`src/rtl/pipeline_hazard_ctrl.sv`:
```
// Stall/flush sequencer for the 5-stage pipeline: load-use, branch redirect,
// fetch wait states and multi-cycle MDU occupancy of EX, plus a stall-cycle counter.
module pipeline_hazard_ctrl #(
   parameter int MDU_LAT = 4,
   parameter int CNT_W   = 16
) (
   input  logic             clk,
   input  logic             rst,
   input  logic [4:0]       id_rs1_i,
   input  logic [4:0]       id_rs2_i,
   input  logic             id_uses_rs1_i,
   input  logic             id_uses_rs2_i,
   input  logic             ex_mem_read_i,
   input  logic [4:0]       ex_rd_i,
   input  logic             ex_branch_taken_i,
   input  logic             ex_mdu_start_i,
   input  logic             imem_ready_i,
   input  logic             clr_cnt_i,
   output logic             pc_stall_o,
   output logic             if_id_stall_o,
   output logic             if_id_flush_o,
   output logic             id_ex_stall_o,
   output logic             id_ex_flush_o,
   output logic             ex_mem_flush_o,
   output logic             mdu_busy_o,
   output logic [CNT_W-1:0] stall_cycles_o
);

   localparam int CW = (MDU_LAT > 2) ? $clog2(MDU_LAT) : 1;

   typedef enum logic {RUN, BUSY} state_t;

   state_t        state;
   logic [CW-1:0] cnt;
   logic          load_use;
   logic          mdu_go;

   always_comb begin
      load_use = ex_mem_read_i && (ex_rd_i != 5'd0) &&
                 ((id_uses_rs1_i && (id_rs1_i == ex_rd_i)) ||
                  (id_uses_rs2_i && (id_rs2_i == ex_rd_i)));
      mdu_go   = (MDU_LAT >= 2) && ex_mdu_start_i && !ex_branch_taken_i;
   end

   // Priority resolution; everything is forced low while reset is held.
   always_comb begin
      pc_stall_o     = 1'b0;
      if_id_stall_o  = 1'b0;
      if_id_flush_o  = 1'b0;
      id_ex_stall_o  = 1'b0;
      id_ex_flush_o  = 1'b0;
      ex_mem_flush_o = 1'b0;
      if (!rst) begin
         if (state == BUSY) begin
            if (cnt > CW'(1)) begin
               pc_stall_o     = 1'b1;
               if_id_stall_o  = 1'b1;
               id_ex_stall_o  = 1'b1;
               ex_mem_flush_o = 1'b1;
            end
         end else if (ex_branch_taken_i) begin
            if_id_flush_o = 1'b1;
            id_ex_flush_o = 1'b1;
         end else if (mdu_go) begin
            pc_stall_o     = 1'b1;
            if_id_stall_o  = 1'b1;
            id_ex_stall_o  = 1'b1;
            ex_mem_flush_o = 1'b1;
         end else if (load_use) begin
            pc_stall_o    = 1'b1;
            if_id_stall_o = 1'b1;
            id_ex_flush_o = 1'b1;
         end else if (!imem_ready_i) begin
            pc_stall_o    = 1'b1;
            if_id_flush_o = 1'b1;
         end
      end
   end

   // cnt counts the remaining BUSY cycles; the last one releases the pipeline.
   always_ff @(posedge clk or posedge rst) begin
      if (rst) begin
         state <= RUN;
         cnt   <= '0;
      end else begin
         case (state)
            RUN: begin
               if (mdu_go) begin
                  state <= BUSY;
                  cnt   <= CW'(MDU_LAT - 1);
               end
            end
            BUSY: begin
               if (cnt > CW'(1)) begin
                  cnt <= cnt - CW'(1);
               end else begin
                  state <= RUN;
                  cnt   <= '0;
               end
            end
            default: state <= RUN;
         endcase
      end
   end

   assign mdu_busy_o = (state == BUSY);

   always_ff @(posedge clk or posedge rst) begin
      if (rst) begin
         stall_cycles_o <= '0;
      end else if (clr_cnt_i) begin
         stall_cycles_o <= '0;
      end else if (pc_stall_o && (stall_cycles_o != '1)) begin
         stall_cycles_o <= stall_cycles_o + CNT_W'(1);
      end
   end

endmodule

```
`config.mk`:
```
export PLATFORM = sky130hd
export DESIGN_NAME = pipeline_hazard_ctrl
export DESIGN_NICKNAME = d
export VERILOG_FILES = /design/src/rtl/pipeline_hazard_ctrl.sv
export SDC_FILE = /design/constraint.sdc
export NUM_CORES = 1
export LEC_CHECK = 0
export CORE_ASPECT_RATIO = 1.2
export CORE_MARGIN = 1
export CORE_UTILIZATION = 44
export CTS_CLUSTER_DIAMETER = 80
export CTS_CLUSTER_SIZE = 25
export DETAILED_ROUTE_END_ITERATION = 12
export GPL_ROUTABILITY_DRIVEN = 1
export PLACE_DENSITY = 0.8
export SETUP_SLACK_MARGIN = 0.5
export SLEW_MARGIN = 0
export SYNTH_ARGS = -nofsm -noshare
export SYNTH_HDL_FRONTEND = slang
export SYNTH_SLANG_ARGS = --single-unit
export TNS_END_PERCENT = 20
```
`constraint.sdc`:
```
create_clock -name clk -period 2.5 [get_ports clk]
set_clock_uncertainty 0.15 [all_clocks]
set_input_delay 0.5 -clock clk [delete_from_list [all_inputs] [get_ports clk]]
set_output_delay 0.5 -clock clk [all_outputs]
set_load 0.01 [all_outputs]
```
==> impl_metrics.py, run 1 <==
metrics = {
    "place": {
        "post-place-ws_ps": -889,
        "place_inst": 238,
        "dp_hpwl_um": 2720,
        "place.gp.congestion": 0.761,
        "io_buffers": 46,
    },
    "drt": {
        "dr.first_iter.drc_count": 71,
        "dr.pass1.iters": 4,
        "post_drt_wl_per_cell_um": 17.0,
        "drc": 0,
        "wl_um": 4300,
        "viasPerCell": 6.05,
        "vias": 1531,
        "postRouteAntennaNets": 0,
    },
    "critical_path": {
        "worst_setup_path_start_kind": "input pin",
        "critPathArrivalTime_ps": 2720,
        "cp_max_fo": 5,
        "crit_type": "input pin to flip-flop",
        "crit_start": "ex_rd_i[3]",
        "required_ps": 2540,
        "cp-end-kind": "flip-flop",
        "r2r_start": "mdu_busy_o$_DFF_PP0_",
    },
    "worst_hold_path": {
        "hold_path_class": "flip-flop to flip-flop",
        "hold_start": "cnt[0]$_DFFE_PP0P_",
    },
    "floorplanning": {
        "die_x_um": 50.4,
        "io_pins": 47,
        "core_area_um2": 2600,
        "start_util_pct": 47.5,
        "die_y_um": 60.1,
        "dieArea_um2": 3030,
        "row_count": 20,
    },
    "synth": {
        "synth_fa_ha_area_share_pct": 1.01,
        "ys_async_sr_fraction_pct": 100,
        "syn-num-nets": 169,
        "synth_edf_count": 0,
        "ys_ff_latch": 19,
        "netlist_instances": 144,
        "synth.avg_cell_area_um2": 8.58,
        "ys_types": 35,
        "seq_area_frac_synth_pct": 38.5,
        "ys_warn_count": 0,
        "synth_simple_gate_area_share_pct": 23.5,
        "synthFlopType": "dfrtp_1",
        "synth_top_family_by_area": "simple AND/OR/NAND/NOR gates",
        "synth_area_um2": 1240,
        "yosys.area_share.xor_xnor_pct": 7.79,
        "synth.mux.area_fraction_pct": 0.810,
        "synth-compound-area-share_pct": 21.1,
    },
    "global_route": {
        "globalRouteMet2Util_pct": 56.8,
        "met1_usage_pct": 30.7,
        "grt_pass1_vias": 1509,
        "grt_max_degree": 17,
        "use_met3_pct": 6.87,
        "antenna_found_initial": 0,
        "overflow": 0,
        "top_usage_layer": "met2",
        "grt.total_usage_pct": 30.4,
        "grt_pass1_wl_um": 6750,
    },
    "finish": {
        "areaGrowthSynthToFinish_pct": 75.1,
        "final_common_cell": "buf_4",
        "fill_cells": 160,
        "seqCellArea_um2": 482,
        "multiInputGateArea_um2": 802,
        "nets": 246,
        "layout-drive-gt1-share_pct": 34.5,
        "diodes": 0,
        "final_cells": 253,
        "layout.cells.most_common_list": "buf_4, a21oi_1, clkdlybuf4s50_1, dlymetal6s2s_1, buf_6",
    },
    "timing": {
        "worst_pin_slew_ps": 621,
        "fin_crit_ps": 2680,
        "postLayoutSetupSlackWorst_ps": -176,
        "finalSetupViolCount": 19,
        "grt_setup_unrepaired": "yes",
        "final.setup.tns_ps": -2320,
        "hold_viol": 0,
        "max_freq_mhz": 374,
        "maxSlewViolCount": 0,
        "relSlewSlack_pct": 58.5,
        "min_period_over_period_pct": 107,
    },
    "power_and_ir_drop": {
        "ir_drop_v": 0.000353,
        "p_leak_nw": 1.08,
        "powerDensity_nw_per_um2": 435,
        "p_total_uw": 942,
    },
    "status": {
        "outcome": "complete, but fails checks",
        "violations": "negative setup slack",
    },
    "cts": {
        "root_buffer": "clkbuf_4",
        "clkTransAtPathRegs_ps": 120,
        "cts_sinks": 19,
        "clock_latency_ps": 320,
        "cts_max_level": 1,
        "cts_buffers": 3,
        "cts_tree": "yes",
        "cts_buffer_depth": 2,
    },
    "run": {
        "cap_violations": 0,
    },
}
synthesized netlist by cell type (2+ instances only):
master	n	share of area, %
a211oi_1	2	1.2
a21oi_1	21	8.5
and3_1	3	1.5
and4_1	2	1.4
clkbuf_1	3	0.91
dfrtp_1	19	38
inv_1	10	3.0
nand2_1	8	2.4
nand3_1	7	2.8
nand4_1	6	3.0
nor2_1	4	1.2
nor3_1	2	0.81
o21ai_0	3	1.2
o21ai_1	9	3.6
o31ai_1	4	2.4
or3_1	9	4.6
or4_1	5	3.0
xnor2_1	10	7.1
cell families after synthesis:
logic type                 count (synthesis)
DFF                                       19
buffers and inverters                     17
xor gates and xnor gates                  11
adders and majority gates                  1
and+or+nand+nor                           50
muxes                                      1
AOI/OAI and AO/OA                         45
where the power goes:
part           total (mW)  leakage (nW)  switching (mW)  internal [mW]
Combinational       0.400         0.807           0.192          0.208
Clock               0.167        0.0177           0.107         0.0600
Sequential          0.375         0.251          0.0380          0.337
Total               0.942          1.08           0.337          0.605
layer usage:
layer | share of wire [%] | wire length (um)
met4 | 5.9 | 255
met1 | 37 | 1570
met3 | 6.1 | 262
met2 | 51 | 2210
met5 | 0 | 0
cell type report:
| cell class | instances | share of cell area, % |
|---|---|---|
| Inverter | 10 | 1.73 |
| Tap cell | 33 | 1.91 |
| Multi-Input combinational cell | 109 | 37.1 |
| Sequential cell | 19 | 22.3 |
| Clock buffer | 3 | 1.04 |
| Timing Repair Buffer | 78 | 35.8 |
| Clock inverter | 1 | 0.231 |
per-stage QoR:
stage	area (um^2)	utilization, %	hold WS [ps]
floorplan	1260	-	357
global placement	1870	71.8	384
detailed placement	1870	71.8	392
CTS	2070	79.5	409
global route	2160	83.2	446
finish	2160	83.2	408
path summary, 6_finish.rpt:
kind	slack (ps)	depth (start not counted)	to
min in group asynchronous	500	3	stall_cycles_o[9]$_DFFE_PP0P_
min reg2reg	410	2	cnt[1]$_DFFE_PP0P_
max in group asynchronous	1200	4	stall_cycles_o[4]$_DFFE_PP0P_
max	-180	16	stall_cycles_o[1]$_DFFE_PP0P_
min	410	2	cnt[1]$_DFFE_PP0P_
max reg2reg	70	5	stall_cycles_o[12]$_DFFE_PP0P_
registers in the layout, summed over array words and instances (netlist names):
register	count
cnt	2
mdu_busy_o	1
stall_cycles_o	16
worst max-delay path: stages:
cell	delay (ps)
buf_6	90
or4_4	540
o21ai_4	160
buf_4	130
buf_4	100
buf_6	90
buf_6	90
buf_6	80
buf_6	80
buf_6	80
buf_6	90
nor3b_4	50
a21oi_4	250
buf_6	160
mux2i_1	170
nor2_1	60
timing repair:
action	in CTS	in global routing
buffers inserted	7	1
pin swaps	36	23
hold buffers	0	0
resized for setup	75	31
cloned	3	0
endpoints found under the setup margin	24	37
hold endpoints to repair	0	0
No activity file was read; power rests on OpenSTA's default activity.
==> inputs of run 2 (changes only) <==
==> constraint.sdc (replaced) <==
create_clock -name clk -period 2.5 [get_ports clk]
set_clock_uncertainty 0.15 [all_clocks]
set_input_delay 0.75 -clock clk [delete_from_list [all_inputs] [get_ports clk]]
set_output_delay 0.75 -clock clk [all_outputs]
set_load 0.01 [all_outputs]
==> impl_metrics.py, run 2 (synthesis gave the netlist of run 1 again) <==
metrics = {
    "status": {
        "outcome": "complete, but fails checks",
        "violations": "negative setup slack",
    },
    "cts": {
        "cts_sinks": 19,
        "clkTransAtPathRegs_ps": 120,
        "clock_latency_ps": 320,
        "cts_tree": "yes",
        "cts_max_level": 1,
        "cts_buffers": 3,
        "root_buffer": "clkbuf_4",
        "cts_buffer_depth": 2,
    },
    "global_route": {
        "antenna_found_initial": 0,
        "overflow": 0,
        "grt_pass1_vias": 1623,
        "grt_max_degree": 17,
        "grt.total_usage_pct": 33.0,
        "grt_pass1_wl_um": 7270,
    },
    "critical_path": {
        "path_depth": 10,
        "crit_path_max_incr_delay_ps": 520,
        "crit_path_top_delay_cell": "or4_4",
        "crit_type": "input pin to output pin",
        "cp-endpoint": "if_id_stall_o",
        "cpMostUsedCell": "buf_6",
        "critPathArrivalTime_ps": 2290,
        "crit_start": "ex_rd_i[4]",
        "r2r_start": "stall_cycles_o[0]$_DFFE_PP0P_",
        "cp_max_fo": 2,
        "worst-path-buf-inv": 5,
        "cpLargestDelayFamily": "simple AND/OR/NAND/NOR gates",
        "required_ps": 1600,
        "path_cells": "buf_6, or4_4, o21ai_2, inv_1, and2_4, buf_6, buf_6, o21ai_2, a21oi_2, buf_2",
        "cp-end-kind": "output pin",
        "timing.rr.end": "stall_cycles_o[7]$_DFFE_PP0P_",
        "worst_setup_path_start_kind": "input pin",
        "rr_worst_depth": 8,
        "rrSetupSlack_ps": -40,
    },
    "power_and_ir_drop": {
        "powerDensity_nw_per_um2": 474,
        "p_leak_nw": 0.990,
        "ir_drop_v": 0.000326,
        "p_total_mw": 1.02,
    },
    "drt": {
        "dr.first_iter.drc_count": 69,
        "postRouteAntennaNets": 0,
        "vias": 1584,
        "wl_um": 4750,
        "drc": 0,
        "dr.pass1.iters": 6,
        "post_drt_wl_per_cell_um": 18.8,
        "viasPerCell": 6.26,
    },
    "place": {
        "place.gp.congestion": 0.820,
        "dp_hpwl_um": 2720,
        "place_inst": 238,
        "io_buffers": 46,
    },
    "finish": {
        "largest-register": "stall_cycles_o",
        "final_cells": 253,
        "diodes": 0,
        "largest_register_ff_count": 16,
        "nets": 246,
        "final_common_cell": "dlygate4sd2_1",
        "areaGrowthSynthToFinish_pct": 74.0,
        "layout-drive-gt1-share_pct": 39.5,
        "layout.cells.most_common_list": "dlygate4sd2_1, buf_4, dfrtp_1, a21oi_1, buf_6",
    },
    "timing": {
        "relSlewSlack_pct": 52.9,
        "fin_crit_ps": 3190,
        "finalSetupViolCount": 9,
        "maxSlewViolCount": 0,
        "hold_viol": 0,
        "postLayoutSetupSlackWorst_ps": -691,
        "max_freq_mhz": 313,
        "min_period_over_period_pct": 128,
        "grt_setup_unrepaired": "yes",
        "worst_pin_slew_ps": 705,
    },
    "floorplanning": {
        "die_x_um": 50.4,
        "io_pins": 47,
        "start_util_pct": 47.5,
        "dieArea_um2": 3030,
        "core_area_um2": 2600,
        "row_count": 20,
        "die_y_um": 60.1,
    },
    "worst_hold_path": {
        "hold_path_class": "flip-flop to flip-flop",
    },
    "run": {
        "cap_violations": 0,
    },
}
==> run 2: changes by cell type in the layout (fill, tap and decap cells not counted), moves of 5 or more <==
cell,previous run,this run
dlygate4sd2_1,0,27
dlymetal6s2s_1,17,0
buf_2,3,8
clkdlybuf4s50_1,17,3
==> run 2: worst min path at each step <==
stage,from,endpoint,slack [ps],depth (start not counted)
after detailed placement,cnt[0]$_DFFE_PP0P_,cnt[1]$_DFFE_PP0P_,390,2
after floorplan,cnt[0]$_DFFE_PP0P_,cnt[1]$_DFFE_PP0P_,360,2
final,cnt[0]$_DFFE_PP0P_,cnt[0]$_DFFE_PP0P_,430,2
after CTS,cnt[0]$_DFFE_PP0P_,cnt[1]$_DFFE_PP0P_,410,2
after global placement,cnt[0]$_DFFE_PP0P_,cnt[1]$_DFFE_PP0P_,380,2
after global routing,cnt[0]$_DFFE_PP0P_,cnt[1]$_DFFE_PP0P_,480,2
==> run 2: layer usage <==
| layer | share of wire, % | wire length [um] | GRT usage, % |
|---|---|---|---|
| met5 | 0 | 0 | 0 |
| met4 | 6.2 | 293 | 26.6 |
| met2 | 51 | 2420 | 59.4 |
| met3 | 8.0 | 380 | 5.60 |
| met1 | 35 | 1650 | 33.6 |
==> run 2: repair_timing <==
item                                    4_1_cts  5_1_grt
buffers inserted                              8        1
hold endpoints to repair                      0        0
hold buffers                                  0        0
gates resized for setup                     120       20
endpoints found under the setup margin       39       32
pin swaps                                    30       19
cloned                                        2        0
==> run 2: worst min-delay path: cells and delay by family, from the launching register on <==
family | cells | cell delay (ps)
AOI/OAI and AO/OA | 2 | 180
DFF | 1 | 370
==> run 2: report_power, final <==
| group | internal (mW) | switching [mW] |
|---|---|---|
| Sequential | 0.337 | 0.0402 |
| Clock | 0.0600 | 0.112 |
| Combinational | 0.242 | 0.227 |
==> run 2: final cells by class <==
cell class	instances	area (um^2)
Clock buffer	3	22.5
Clock inverter	1	5.00
Fill cell	151	452
Inverter	10	37.5
Multi-Input combinational cell	108	833
Sequential cell	19	480
Tap cell	33	41.3
Timing Repair Buffer	79	731
==> run 2: per-stage QoR <==
stage	setup slack [ps]	hold WS, ps	area (um^2)	setup TNS, ps	utilization, %
after CTS	-745	408	2090	-2670	80.1
after global routing	-740	477	2150	-3380	82.6
after detailed placement	-1390	391	1880	-14360	72.1
final	-691	435	2150	-2740	82.6
after global placement	-1340	380	1880	-12770	72.1
after floorplan	-414	357	1250	-976	-
==> inputs of run 3 (changes only) <==
--- a/config.mk
+++ b/config.mk
@@ -7,12 +7,13 @@
 export LEC_CHECK = 0
 export CORE_ASPECT_RATIO = 1.2
 export CORE_MARGIN = 1
-export CORE_UTILIZATION = 44
+export CORE_UTILIZATION = 45
 export CTS_CLUSTER_DIAMETER = 80
 export CTS_CLUSTER_SIZE = 25
 export DETAILED_ROUTE_END_ITERATION = 12
+export DONT_BUFFER_PORTS = 1
 export GPL_ROUTABILITY_DRIVEN = 1
-export PLACE_DENSITY = 0.8
+export MAX_ROUTING_LAYER = met4
 export SETUP_SLACK_MARGIN = 0.5
 export SLEW_MARGIN = 0
 export SYNTH_ARGS = -nofsm -noshare
==> impl_metrics.py, run 3 (synthesis gave the netlist of run 1 again) <==
metrics = {
    "drt": {
        "viasPerCell": 6.05,
        "post_drt_wl_per_cell_um": 15.6,
        "wl_um": 2950,
        "dr.first_iter.drc_count": 19,
        "dr.pass1.iters": 4,
        "drc": 0,
        "postRouteAntennaNets": 0,
        "vias": 1143,
    },
    "critical_path": {
        "required_ps": 1600,
        "r2r_start": "mdu_busy_o$_DFF_PP0_",
        "rrSetupSlack_ps": 230,
        "timing.rr.end": "stall_cycles_o[15]$_DFFE_PP0P_",
        "rr_worst_depth": 6,
        "crit_path_max_incr_delay_ps": 530,
        "critPathArrivalTime_ps": 2050,
        "crit_path_top_delay_cell": "or4_4",
        "path_cells": "or4_4, o21ai_4, inv_2, and2_4, o31a_1, nor3_4",
        "cp_max_fo": 3,
        "crit_type": "input pin to output pin",
        "worst_setup_path_start_kind": "input pin",
        "cp-end-kind": "output pin",
    },
    "timing": {
        "postLayoutSetupSlackWorst_ps": -449,
        "hold_viol": 0,
        "max_freq_mhz": 339,
        "worst_pin_slew_ps": 724,
        "relSlewSlack_pct": 51.7,
        "min_period_over_period_pct": 118,
        "fin_crit_ps": 2950,
        "finalSetupViolCount": 5,
        "grt_setup_unrepaired": "yes",
        "maxSlewViolCount": 0,
    },
    "finish": {
        "largest-register": "stall_cycles_o",
        "fill_cells": 243,
        "largest_register_ff_count": 16,
        "seqCellArea_um2": 477,
        "diodes": 0,
        "final_common_cell": "dfrtp_1",
        "layout-drive-gt1-share_pct": 33.3,
        "layout.cells.most_common_list": "dfrtp_1, a21oi_1, xnor2_1, o21ai_2",
        "areaGrowthSynthToFinish_pct": 24.5,
        "multiInputGateArea_um2": 812,
        "design_area_um2": 1540,
        "nets": 182,
    },
    "cts": {
        "root_buffer": "clkbuf_4",
        "cts_max_level": 1,
        "cts_sinks": 19,
        "clock_latency_ps": 290,
        "cts_buffer_depth": 2,
        "cts_buffers": 3,
        "clkTransAtPathRegs_ps": 110,
        "cts_tree": "yes",
    },
    "power_and_ir_drop": {
        "powerDensity_nw_per_um2": 527,
        "p_leak_nw": 0.590,
        "p_total_uw": 810,
        "ir_drop_v": 0.000344,
    },
    "floorplanning": {
        "die_x_um": 49.8,
        "io_pins": 47,
        "start_util_pct": 48.0,
        "row_count": 20,
        "core_area_um2": 2580,
        "dieArea_um2": 2960,
        "die_y_um": 59.4,
    },
    "global_route": {
        "grt_max_degree": 29,
        "grt_pass1_vias": 1177,
        "overflow": 0,
        "grt_pass1_wl_um": 4800,
        "grt.total_usage_pct": 21.6,
        "antenna_found_initial": 0,
    },
    "run": {
        "cap_violations": 0,
    },
    "place": {
        "dp_hpwl_um": 2050,
        "place.gp.congestion": 0.675,
        "io_buffers": 0,
        "placed_area_um2": 1330,
    },
    "worst_hold_path": {
        "hold_path_class": "input pin to async pin",
    },
    "status": {
        "outcome": "complete, but fails checks",
        "violations": "negative setup slack",
    },
}
==> run 3: cell count changes in the layout (fill, tap and decap cells not counted), sizes merged <==
| cell | delta |
|---|---|
| clkdlybuf4s50 | -3 |
| dlygate4sd2 | -27 |
| clkbuf | -2 |
| buf | -29 |
| clkdlybuf4s15 | -3 |
==> run 3: how the worst max path moves through the flow <==
stage | slack, ps | end | start | cells after the start
3_5_place_dp | -480 | if_id_flush_o | ex_rd_i[1] | 6
2_1_floorplan | -410 | if_id_flush_o | ex_rd_i[1] | 6
5_1_grt | -490 | if_id_flush_o | ex_rd_i[1] | 6
6_report | -450 | if_id_flush_o | ex_rd_i[1] | 6
3_3_place_gp | -460 | if_id_flush_o | ex_rd_i[1] | 6
4_1_cts | -470 | if_id_flush_o | ex_rd_i[1] | 6
==> run 3: what timing repair did <==
item	4_1_cts	5_1_grt
cloned	0	0
hold endpoints to repair	0	0
pin swaps	46	15
hold buffers	0	0
buffers inserted	4	1
resized for setup	28	8
endpoints found under the setup margin	22	22
==> run 3: through the flow <==
stage               TNS (ps)  hold WS (ps)  utilization (%)  std cells  setup slack (ps)
detailed placement     -1500           395             51.5        180              -478
global route           -1910           326             59.7        189              -490
CTS                    -1460           321             58.1        188              -470
global placement       -1360           376             51.5        180              -456
finish                 -1450           299             59.7        189              -449
floorplan               -976           357                -        144              -414
==> run 3: final cells by class <==
cell class,count,area share [%]
Sequential cell,19,31.0
Timing Repair Buffer,15,9.35
Inverter,10,2.44
Clock inverter,1,0.325
Clock buffer,3,1.46
Tap cell,33,2.68
Multi-Input combinational cell,108,52.8
==> run 3: power breakdown <==
part / switching [mW] / total (mW) / leakage, nW / internal, mW
sequential: 0.0378 / 0.375 / 0.258 / 0.337
clock: 0.0973 / 0.157 / 0.0177 / 0.0595
combinational: 0.151 / 0.279 / 0.315 / 0.128
total: 0.286 / 0.810 / 0.590 / 0.524
==> run 3: worst max-delay path, delay by kind of cell <==
| family | cells | cell delay, ps |
|---|---|---|
| AND/OR/NAND/NOR | 3 | 830 |
| buffers and inverters | 1 | 50 |
| AO/OA/AOI/OAI | 2 | 410 |
==> run 3: routing by layer <==
metal,track usage (%),routed length (um)
met5,-,0
met2,43.4,1630
met3,3.08,123
met1,20.7,1180
met4,7.35,19
